==> config.mk <==
export PLATFORM = sky130hd
export DESIGN_NAME = reset_source_sched
export DESIGN_NICKNAME = d
export VERILOG_FILES = /design/src/rtl/reset_source_sched.sv
export SDC_FILE = /design/constraint.sdc
export NUM_CORES = 1
export LEC_CHECK = 0
export ABC_AREA = 0
export CAP_MARGIN = 20
export CORE_ASPECT_RATIO = 0.9
export CORE_MARGIN = 2
export CORE_UTILIZATION = 35
export CTS_BUF_LIST = sky130_fd_sc_hd__clkbuf_8
export DETAILED_ROUTE_END_ITERATION = 8
export HOLD_SLACK_MARGIN = 0.05
export PLACE_DENSITY_LB_ADDON = 0.2
export SETUP_SLACK_MARGIN = 0.05
export SLEW_MARGIN = 15
export SYNTH_ARGS = -nofsm -noshare
export SYNTH_HDL_FRONTEND = slang
export SYNTH_SLANG_ARGS = --single-unit
==> constraint.sdc <==
create_clock -name clk -period 5.34 [get_ports clk]
set_clock_uncertainty 0.15 [all_clocks]
set_input_delay 1.602 -clock clk [delete_from_list [all_inputs] [get_ports clk]]
set_output_delay 1.602 -clock clk [all_outputs]
set_load 0.005 [all_outputs]
==> src/rtl/reset_source_sched.sv <==
`timescale 1ns/1ps
// Reset-source scheduler: collects edge-triggered reset requests, runs one staged
// core/padding/watchdog/holdoff sequence per grant and records cause statistics.
module reset_source_sched #(
  parameter int                 NUM_SRC         = 4,
  parameter int                 CORE_RST_CYCLES = 60,
  parameter int                 PADDING_CYCLES  = 5,
  parameter int                 WDG_RST_CYCLES  = 1,
  parameter int                 HOLDOFF_CYCLES  = 16,
  parameter logic [NUM_SRC-1:0] WDG_RST_MASK    = NUM_SRC'(4'b0001),
  parameter int                 CNT_W           = 8,
  localparam int                IDX_W           = (NUM_SRC > 1) ? $clog2(NUM_SRC) : 1
) (
  input  logic               clk,
  input  logic               sys_res,
  input  logic [NUM_SRC-1:0] src_req,
  input  logic [NUM_SRC-1:0] src_en,
  input  logic               cause_clr,
  output logic               core_res_n,
  output logic               wdg_res_n,
  output logic               busy,
  output logic [NUM_SRC-1:0] cause,
  output logic [IDX_W-1:0]   last_src,
  output logic [CNT_W-1:0]   rst_count
);

  localparam int MAX_A   = (CORE_RST_CYCLES > PADDING_CYCLES) ? CORE_RST_CYCLES : PADDING_CYCLES;
  localparam int MAX_B   = (WDG_RST_CYCLES > HOLDOFF_CYCLES) ? WDG_RST_CYCLES : HOLDOFF_CYCLES;
  localparam int MAX_CYC = (MAX_A > MAX_B) ? MAX_A : MAX_B;
  localparam int TMR_W   = (MAX_CYC > 1) ? $clog2(MAX_CYC) : 1;

  localparam logic [TMR_W-1:0] CORE_LOAD = TMR_W'(CORE_RST_CYCLES - 1);
  localparam logic [TMR_W-1:0] PAD_LOAD  = TMR_W'(PADDING_CYCLES - 1);
  localparam logic [TMR_W-1:0] WDG_LOAD  = TMR_W'(WDG_RST_CYCLES - 1);
  localparam logic [TMR_W-1:0] HOLD_LOAD = TMR_W'(HOLDOFF_CYCLES - 1);

  typedef enum logic [2:0] {
    ST_IDLE,
    ST_CORE_RST,
    ST_PADDING,
    ST_WDG_RST,
    ST_HOLDOFF
  } state_t;

  state_t             state_q, state_d;
  logic [TMR_W-1:0]   tmr_q, tmr_d;
  logic [NUM_SRC-1:0] req_q, req_d;
  logic [NUM_SRC-1:0] pending_q, pending_d;
  logic [NUM_SRC-1:0] grp_q, grp_d;
  logic [NUM_SRC-1:0] cause_q, cause_d;
  logic [IDX_W-1:0]   last_src_q, last_src_d;
  logic [CNT_W-1:0]   rst_count_q, rst_count_d;
  logic               core_res_n_q, core_res_n_d;
  logic               wdg_res_n_q, wdg_res_n_d;
  logic               busy_q, busy_d;

  logic [NUM_SRC-1:0] src_hit;
  logic               tmr_zero;

  assign src_hit  = src_req & ~req_q & src_en;
  assign tmr_zero = (tmr_q == '0);

  function automatic logic [IDX_W-1:0] lowest_idx(input logic [NUM_SRC-1:0] v);
    logic [IDX_W-1:0] idx;
    idx = '0;
    for (int i = NUM_SRC - 1; i >= 0; i--) begin
      if (v[i]) idx = IDX_W'(i);
    end
    return idx;
  endfunction

  always_comb begin
    // NOTE: every variable gets its default first, so no branch can leave one
    // unassigned and infer a latch.
    state_d     = state_q;
    tmr_d       = tmr_q;
    req_d       = src_req;
    pending_d   = pending_q;
    grp_d       = grp_q;
    cause_d     = cause_clr ? '0 : cause_q;
    last_src_d  = last_src_q;
    rst_count_d = rst_count_q;

    unique case (state_q)
      ST_IDLE: begin
        if (pending_q != '0) begin
          state_d    = ST_CORE_RST;
          tmr_d      = CORE_LOAD;
          grp_d      = pending_q;
          // An edge arriving in the grant cycle is kept for the next sequence.
          pending_d  = src_hit;
          cause_d    = cause_d | pending_q;
          last_src_d = lowest_idx(pending_q);
          if (rst_count_q != '1) rst_count_d = rst_count_q + CNT_W'(1);
        end else begin
          pending_d = pending_q | src_hit;
        end
      end
      ST_CORE_RST: begin
        if (tmr_zero) begin
          state_d = ST_PADDING;
          tmr_d   = PAD_LOAD;
        end else begin
          tmr_d = tmr_q - TMR_W'(1);
        end
      end
      ST_PADDING: begin
        if (tmr_zero) begin
          if ((grp_q & WDG_RST_MASK) != '0) begin
            state_d = ST_WDG_RST;
            tmr_d   = WDG_LOAD;
          end else begin
            state_d = ST_HOLDOFF;
            tmr_d   = HOLD_LOAD;
          end
        end else begin
          tmr_d = tmr_q - TMR_W'(1);
        end
      end
      ST_WDG_RST: begin
        if (tmr_zero) begin
          state_d = ST_HOLDOFF;
          tmr_d   = HOLD_LOAD;
        end else begin
          tmr_d = tmr_q - TMR_W'(1);
        end
      end
      ST_HOLDOFF: begin
        pending_d = pending_q | src_hit;
        if (tmr_zero) begin
          state_d = ST_IDLE;
        end else begin
          tmr_d = tmr_q - TMR_W'(1);
        end
      end
      default: state_d = ST_IDLE;
    endcase

    // Outputs decode the next state so they leave the flops glitch-free.
    core_res_n_d = (state_d != ST_CORE_RST);
    wdg_res_n_d  = (state_d != ST_WDG_RST);
    busy_d       = (state_d != ST_IDLE);
  end

  // NOTE: non-blocking assignments make every flop sample pre-edge values,
  // independent of statement order.
  always_ff @(posedge clk or posedge sys_res) begin
    if (sys_res) begin
      state_q      <= ST_IDLE;
      tmr_q        <= '0;
      req_q        <= '1;
      pending_q    <= '0;
      grp_q        <= '0;
      cause_q      <= '0;
      last_src_q   <= '0;
      rst_count_q  <= '0;
      core_res_n_q <= 1'b1;
      wdg_res_n_q  <= 1'b1;
      busy_q       <= 1'b0;
    end else begin
      state_q      <= state_d;
      tmr_q        <= tmr_d;
      req_q        <= req_d;
      pending_q    <= pending_d;
      grp_q        <= grp_d;
      cause_q      <= cause_d;
      last_src_q   <= last_src_d;
      rst_count_q  <= rst_count_d;
      core_res_n_q <= core_res_n_d;
      wdg_res_n_q  <= wdg_res_n_d;
      busy_q       <= busy_d;
    end
  end

  assign core_res_n = core_res_n_q;
  assign wdg_res_n  = wdg_res_n_q;
  assign busy       = busy_q;
  assign cause      = cause_q;
  assign last_src   = last_src_q;
  assign rst_count  = rst_count_q;

endmodule

### After elaboration in Yosys (flattened, before gate mapping)

Index checks and enable logic that the tools add are counted.

* bits in registers: 35
* output and inout port bits: 17
* latch bits: 0
* ROM bits: 0
* memories: 0
* RAM bits: 0

* bitwise operators: 5
* equality and inequality tests: 9
* divide/modulo/power cells: 0
* shifts and indexed selects: 0
* mux-type cells: 23
* add/subtract/negate cells: 2
* reductions and logical operators: 9
* order comparisons: 0
* multipliers: 0

Operators by type and width (count)
* two-way mux 6 bit: 5
* one-hot mux 6 bit (5 select lines): 1
* two-way mux 4 bit: 5
* two-way mux 3 bit: 6
* one-hot mux 3 bit (5 select lines): 1
* adder 8 x 1 -> 8 bit, second input constant: 1
* AND 4 bit: 2
* two-way mux 2 bit: 4
* inequality test 8 bit, second input constant: 1
* OR 4 bit: 2
* one-hot mux 4 bit (2 select lines): 1
* equality test 3 x 2 -> 1 bit, second input constant: 2
* zero test 6 bit: 1
* AND reduction 3 bit: 2
* subtractor 6 x 1 -> 6 bit, second input constant: 1
* nonzero test 5 bit: 1
* inequality test 2 bit, second input constant: 2
* inverter 4 bit: 1
* nonzero test 4 bit: 1
* equality test 3 x 1 -> 1 bit, second input constant: 1
* equality test 3 bit, second input constant: 1
* zero test 3 bit: 1
* inequality test 3 x 1 -> 1 bit, second input constant: 1
* inequality test 3 x 2 -> 1 bit, second input constant: 1
* 3 further kinds: 3

### Depth between registers and ports, before layout

Gate-level depths: netlist (run 1).

* depth after elaboration: 6
* depth in mapped cells: 7
* gate-level depth less buffers: 6

### Worst setup path before layout (run 1)

No wires, ideal clock.

* kind: register -> output
* start: register core_res_n_q (netlist: core_res_n)
* end: output core_res_n
* required time: 3.588 ns
* data arrival time: 0.501 ns
* slack: 3.087 ns
* cell stages (with the launch flop): 1
* buffers on the path: 0
* cell sequence: dfstp_2

RTL lines
* from (decl): RTL line 53 `logic core_res_n_q, core_res_n_d;`
* from (signal assigned): RTL line 169 `core_res_n_q <= core_res_n_d;`
* to (decl): RTL line 19 `output logic core_res_n,`

No word-level cell between the ends.

### Final worst setup path (run 1)

* start: register wdg_res_n_q (netlist: wdg_res_n)
* end: output wdg_res_n

RTL lines
* from (decl): RTL line 54 `logic wdg_res_n_q, wdg_res_n_d;`
* from (signal assigned): RTL line 170 `wdg_res_n_q <= wdg_res_n_d;`
* to (decl): RTL line 20 `output logic wdg_res_n,`

No word-level cell between the ends.

==> flow_summary.json, run 1 <==
{
  "nets": 207,
  "vdd_drop_max_uv": 108,
  "drv_cap": 0,
  "post-cts-setup-buffer-count": 0,
  "area_growth_pct": 23.5,
  "cts.htree.levels": 2,
  "cts_sinks": 35,
  "min_path_type": "flip-flop to flip-flop",
  "cp_max_fo": 1,
  "dp_cells": 252,
  "whs_path_depth": 1,
  "worst_slew_pin_slew_ns": 0.826,
  "cts_hold_buf": 0,
  "cts_resized": 0,
  "num_vias": 1317,
  "cpPeakStageDelay_ns": 0.52,
  "routed_wl_microns": 3580,
  "drc": 0,
  "syn_area_sq_um": 1700,
  "yosysWarnings": 0,
  "synth.top_cells.by_count": "dfrtp_1, o21ai_0, nand2_1",
  "ant_nets": 0,
  "viasPerCell": 5.07,
  "clk_pin_slew_ns": 0.07,
  "cp-start-kind": "flip-flop",
  "crit_family": "flip-flops",
  "yosysMostFrequentCell": "dfrtp_1",
  "grt_pass1_wl_microns": 6540,
  "rows": 24,
  "min_period_ns": 3.04,
  "clock_path_buffers": 2,
  "routedWlPerCell_microns": 13.8,
  "synth_flop_cell": "dfrtp_1",
  "max_freq_ghz": 0.329,
  "place_ws_ns": 2.61,
  "cp.arrival_ns": 1.29,
  "gp_congestion": 0.796,
  "drtPass1Iterations": 4,
  "synth-seq-area-share_pct": 51.9,
  "slew_violations": 0,
  "slew_headroom_pct": 44.2,
  "worstRegToRegCells": 6,
  "hold_viol": 0,
  "rsz0062_at_grt": "false",
  "drive_above_1_share_pct": 10.3,
  "drt_iter0_drc": 143,
  "clk_latency_ns": 0.29,
  "die_w_microns": 77.5,
  "cp_cell_sequence": "clkdlybuf4s50_1",
  "dieHeight_microns": 70.2,
  "finalCritPeriodShare_pct": 56.9,
  "async_flop_share_pct": 100,
  "grt_pass1_vias": 1343,
  "cp.required_ns": 3.59,
  "design_area_sq_um": 2100,
  "crit_type": "flip-flop to primary output",
  "syn_area_per_cell_sq_um": 10.3,
  "setup_viol": 0,
  "grt_overflow": 0,
  "ctsRootBufferMaster": "clkbuf_8",
  "diodes": 0,
  "synth_edf_count": 0,
  "run_status": "complete, no violations",
  "path_buf_inv": 1,
  "crit_cells": 1,
  "io_pins": 28,
  "synth_seq_cells": 35,
  "p_leak_nw": 0.821,
  "fin_cells": 260,
  "synth_cells": 165,
  "powerDensity_nw_per_um2": 223,
  "synth_nets": 178,
  "port_buffers": 27,
  "core_sq_um": 4770,
  "yosysTopAreaCell": "dfrtp_1",
  "worst_setup_path_end_kind": "primary output",
  "start_util_pct": 35.6,
  "numCtsBuffers": 5,
  "synth_cell_types": 49,
  "fin_setup_tns_ns": 0,
  "antenna_found_initial": 0,
  "place_area_sq_um": 2020,
  "synthTopCellsByArea": "dfrtp_1, dfstp_2, o21ai_0, nand2_1, xnor2_1",
  "postLayoutCoreUtil_pct": 44.0,
  "slowest_stage": "dfstp_2",
  "hpwlAfterDp_microns": 2570,
  "grt_max_degree": 36,
  "cts_tree": "yes",
  "dieArea_sq_um": 5440,
  "synth_top_area_share_pct": 42.6,
  "grt_usage_pct": 15.4,
  "setup_ws_ns": 2.30
}
==> logic make-up (layout without fill, tap and decap cells) <==
family                     Yosys count  in the layout  synth area share (%)
muxes                                1              1                 0.662
and+or+nand+nor                     59             59                  18.8
buffers and inverters               16             46                  4.56
AOI/OAI and AO/OA                   45             45                  19.0
xor gates and xnor gates             7              7                  3.60
DFF                                 35             35                  51.9
adders and majority gates            2              2                  1.47
==> worst paths after layout <==
path                             startpoint          end  slack [ns]
worst max-delay path              wdg_res_n    wdg_res_n        2.30
worst min-delay path            last_src[0]  last_src[0]        0.35
worst max register to register     tmr_q[0]     tmr_q[5]        2.90
worst min register to register  last_src[0]  last_src[0]        0.35
max in group asynchronous           sys_res     req_q[3]        3.13
min in group asynchronous           sys_res  last_src[1]        1.56
==> power by group <==
group          total, mW  leakage (nW)  internal (mW)  switching (mW)
Combinational     0.0187         0.339        0.00911         0.00961
Clock              0.177        0.0519         0.0868          0.0906
Sequential         0.271         0.430          0.269         0.00229
Total              0.467         0.821          0.365           0.102
==> final cells by class <==
cell class,instances,area [sq um]
Timing Repair Buffer,28,278
Inverter,10,37.5
Tap cell,65,81.3
Clock buffer,5,68.8
Multi-Input combinational cell,114,741
Clock inverter,3,11.3
Sequential cell,35,883
Fill cell,458,2670
==> metal layers <==
metal	global-route usage (%)	wire length (microns)	up-vias
li1	-	-	654
met1	21.5	1780	623
met2	22.3	1560	33
met3	4.26	172	7
met4	6.55	73	0
met5	0	0	-
==> stage by stage <==
step	total power [mW]	hold WS [ns]
finish	0.467	0.349
global route	0.490	0.372
CTS	0.474	0.351
detailed placement	0.296	0.327
global placement	0.295	0.327
floorplan	0.284	0.320
==> registers in the layout (all words and copies together) (netlist names), 2 cells and up <==
signal     flops
state_q        3
pending_q      4
req_q          4
last_src       2
tmr_q          6
cause          4
rst_count      8
==> cell usage in the layout, fill, tap and decap left out, drive strengths merged, types with 3 or more instances in the layout <==
| cell | n |
|---|---|
| clkdlybuf4s50 | 27 |
| nand2 | 14 |
| a21oi | 5 |
| xnor2 | 6 |
| nand3 | 8 |
| nor2 | 11 |
| o21ai | 15 |
| o211ai | 3 |
| nor3 | 5 |
| a31oi | 3 |
| dfstp | 6 |
| nand2b | 3 |
| inv | 13 |
| dfrtp | 29 |
| clkbuf | 5 |
Note: power is estimated with default switching activity, not from simulation.
==> run 2, diff against run 1 <==
==> constraint.sdc (replaced) <==
create_clock -name clk -period 2.95 [get_ports clk]
set_clock_uncertainty 0.15 [all_clocks]
set_input_delay 0.885 -clock clk [delete_from_list [all_inputs] [get_ports clk]]
set_output_delay 0.885 -clock clk [all_outputs]
set_load 0.005 [all_outputs]
==> run 2 against run 1 <==
Register-to-register slack worse by 2.4 ns. Highest routed layer unchanged. First-iteration DRC count shrank 22%. Setup slack worse by 1.8 ns. Final cell count is the same. Global-route usage down 0.95 points. Combinational power increased by 80%. Via count rose by 1.1%. Sequential share of layout area barely moved. Clock-buffer cell count did not move. Largest power group unchanged.
==> flow_summary.json, run 2 (synthesis results as in run 1) <==
{
  "drive_above_1_share_pct": 10.8,
  "slew_violations": 0,
  "viasPerCell": 5.12,
  "cts_resized": 0,
  "cts_hold_buf": 0,
  "ctsRootBufferMaster": "clkbuf_8",
  "run_status": "complete, no violations",
  "gp_congestion": 0.826,
  "setup_viol": 0,
  "rsz0062_at_grt": "false",
  "nets": 207,
  "routed_wl_microns": 3600,
  "cts.htree.levels": 2,
  "hold_viol": 0,
  "io_pins": 28,
  "power_uw": 852,
  "r2r_start": "tmr_q[0]",
  "numCtsBuffers": 5,
  "largest_reg_flops": 8,
  "hpwlAfterDp_microns": 2560,
  "core_sq_um": 4770,
  "clk_latency_ns": 0.28,
  "vdd_drop_max_uv": 194,
  "final_cell_mix": "dfrtp_1, clkdlybuf4s50_1, o21ai_0",
  "fin_setup_tns_ns": 0,
  "clock_path_buffers": 2,
  "grt_pass1_vias": 1252,
  "area_growth_pct": 23.5,
  "postLayoutCoreUtil_pct": 44.0,
  "min_period_ns": 2.42,
  "startpoint": "tmr_q[0]",
  "cp.required_ns": 2.98,
  "dieHeight_microns": 70.2,
  "drtPass1Iterations": 4,
  "ant_nets": 0,
  "min_path_type": "flip-flop to flip-flop",
  "p_leak_nw": 0.819,
  "crit_type": "flip-flop to flip-flop",
  "num_vias": 1332,
  "powerDensity_nw_per_um2": 405,
  "drv_cap": 0,
  "dp_cells": 252,
  "slew_headroom_pct": 56.4,
  "cp-start-kind": "flip-flop",
  "rows": 24,
  "drc": 0,
  "antenna_found_initial": 0,
  "whs_ns": 0.349,
  "finalCritPeriodShare_pct": 82.2,
  "routedWlPerCell_microns": 13.8,
  "grt_max_degree": 36,
  "hold_start": "last_src[0]",
  "port_buffers": 27,
  "diodes": 0,
  "cp_max_fo": 9,
  "final_common_cell": "dfrtp_1",
  "multi_input_area_sq_um": 741,
  "drt_iter0_drc": 111,
  "clk_pin_slew_ns": 0.07,
  "die_w_microns": 77.5,
  "cts_tree": "yes",
  "grt_usage_pct": 14.4,
  "cts_sinks": 35,
  "worst_slew_pin_slew_ns": 0.645,
  "fillers": 478,
  "start_util_pct": 35.6,
  "fin_cells": 260,
  "register_area_sq_um": 883,
  "worst_setup_path_end_kind": "flip-flop",
  "grt_overflow": 0,
  "max_freq_ghz": 0.413,
  "post-cts-setup-buffer-count": 0,
  "grt_pass1_wl_microns": 6170,
  "dieArea_sq_um": 5440,
  "cp.arrival_ns": 2.45
}
## run 2: cell count changes in the layout (fill, tap and decap cells not counted)
cell / before / now
clkinv_2: 0 / 1
inv_1: 13 / 12
## run 2: power by group
group	internal [mW]	switching, mW
combinational	0.0165	0.0171
sequential	0.487	0.00419
clock	0.159	0.169
## run 2: path summary, 6_finish.rpt
check	endpoint	slack [ns]	cells past startpoint
worst max-delay path	tmr_q[5]	0.53	6
worst min-delay path	last_src[0]	0.35	1
max in group asynchronous	core_res_n	1.46	3
worst max register to register	tmr_q[5]	0.53	6
worst min register to register	last_src[0]	0.35	1
min in group asynchronous	rst_count[0]	0.85	3
## run 2: per-stage QoR
stage / worst slack [ns] / instance area (sq um)
floorplan: 0.723 / 1700
global placement: 0.575 / 2020
detailed placement: 0.541 / 2020
CTS: 0.533 / 2100
global route: 0.434 / 2100
finish: 0.526 / 2100
## run 2: cell type report
class	count	area share [%]
clock inverter	3	0.595
multi-input combinational	114	35.2
timing repair buffer	28	13.2
clock buffer	5	3.27
sequential	35	42.0
inverter	10	1.79
tap	65	3.87
## run 2: worst max-delay path: stages, from the launching register on
cell     delay [ns]
dfrtp_1        0.42
inv_1          0.07
ha_1           0.24
or4b_1         0.61
o211a_4        0.33
or2_4          0.27
a32o_1         0.21
## run 2: per-layer routing
metal  up-vias  share of wire [%]  GRT usage (%)
li1        653                  -              -
met1       635                 49           20.9
met2        37                 44           20.7
met3         7                5.1           3.75
met4         0                1.6           5.36
met5         -                  0              0
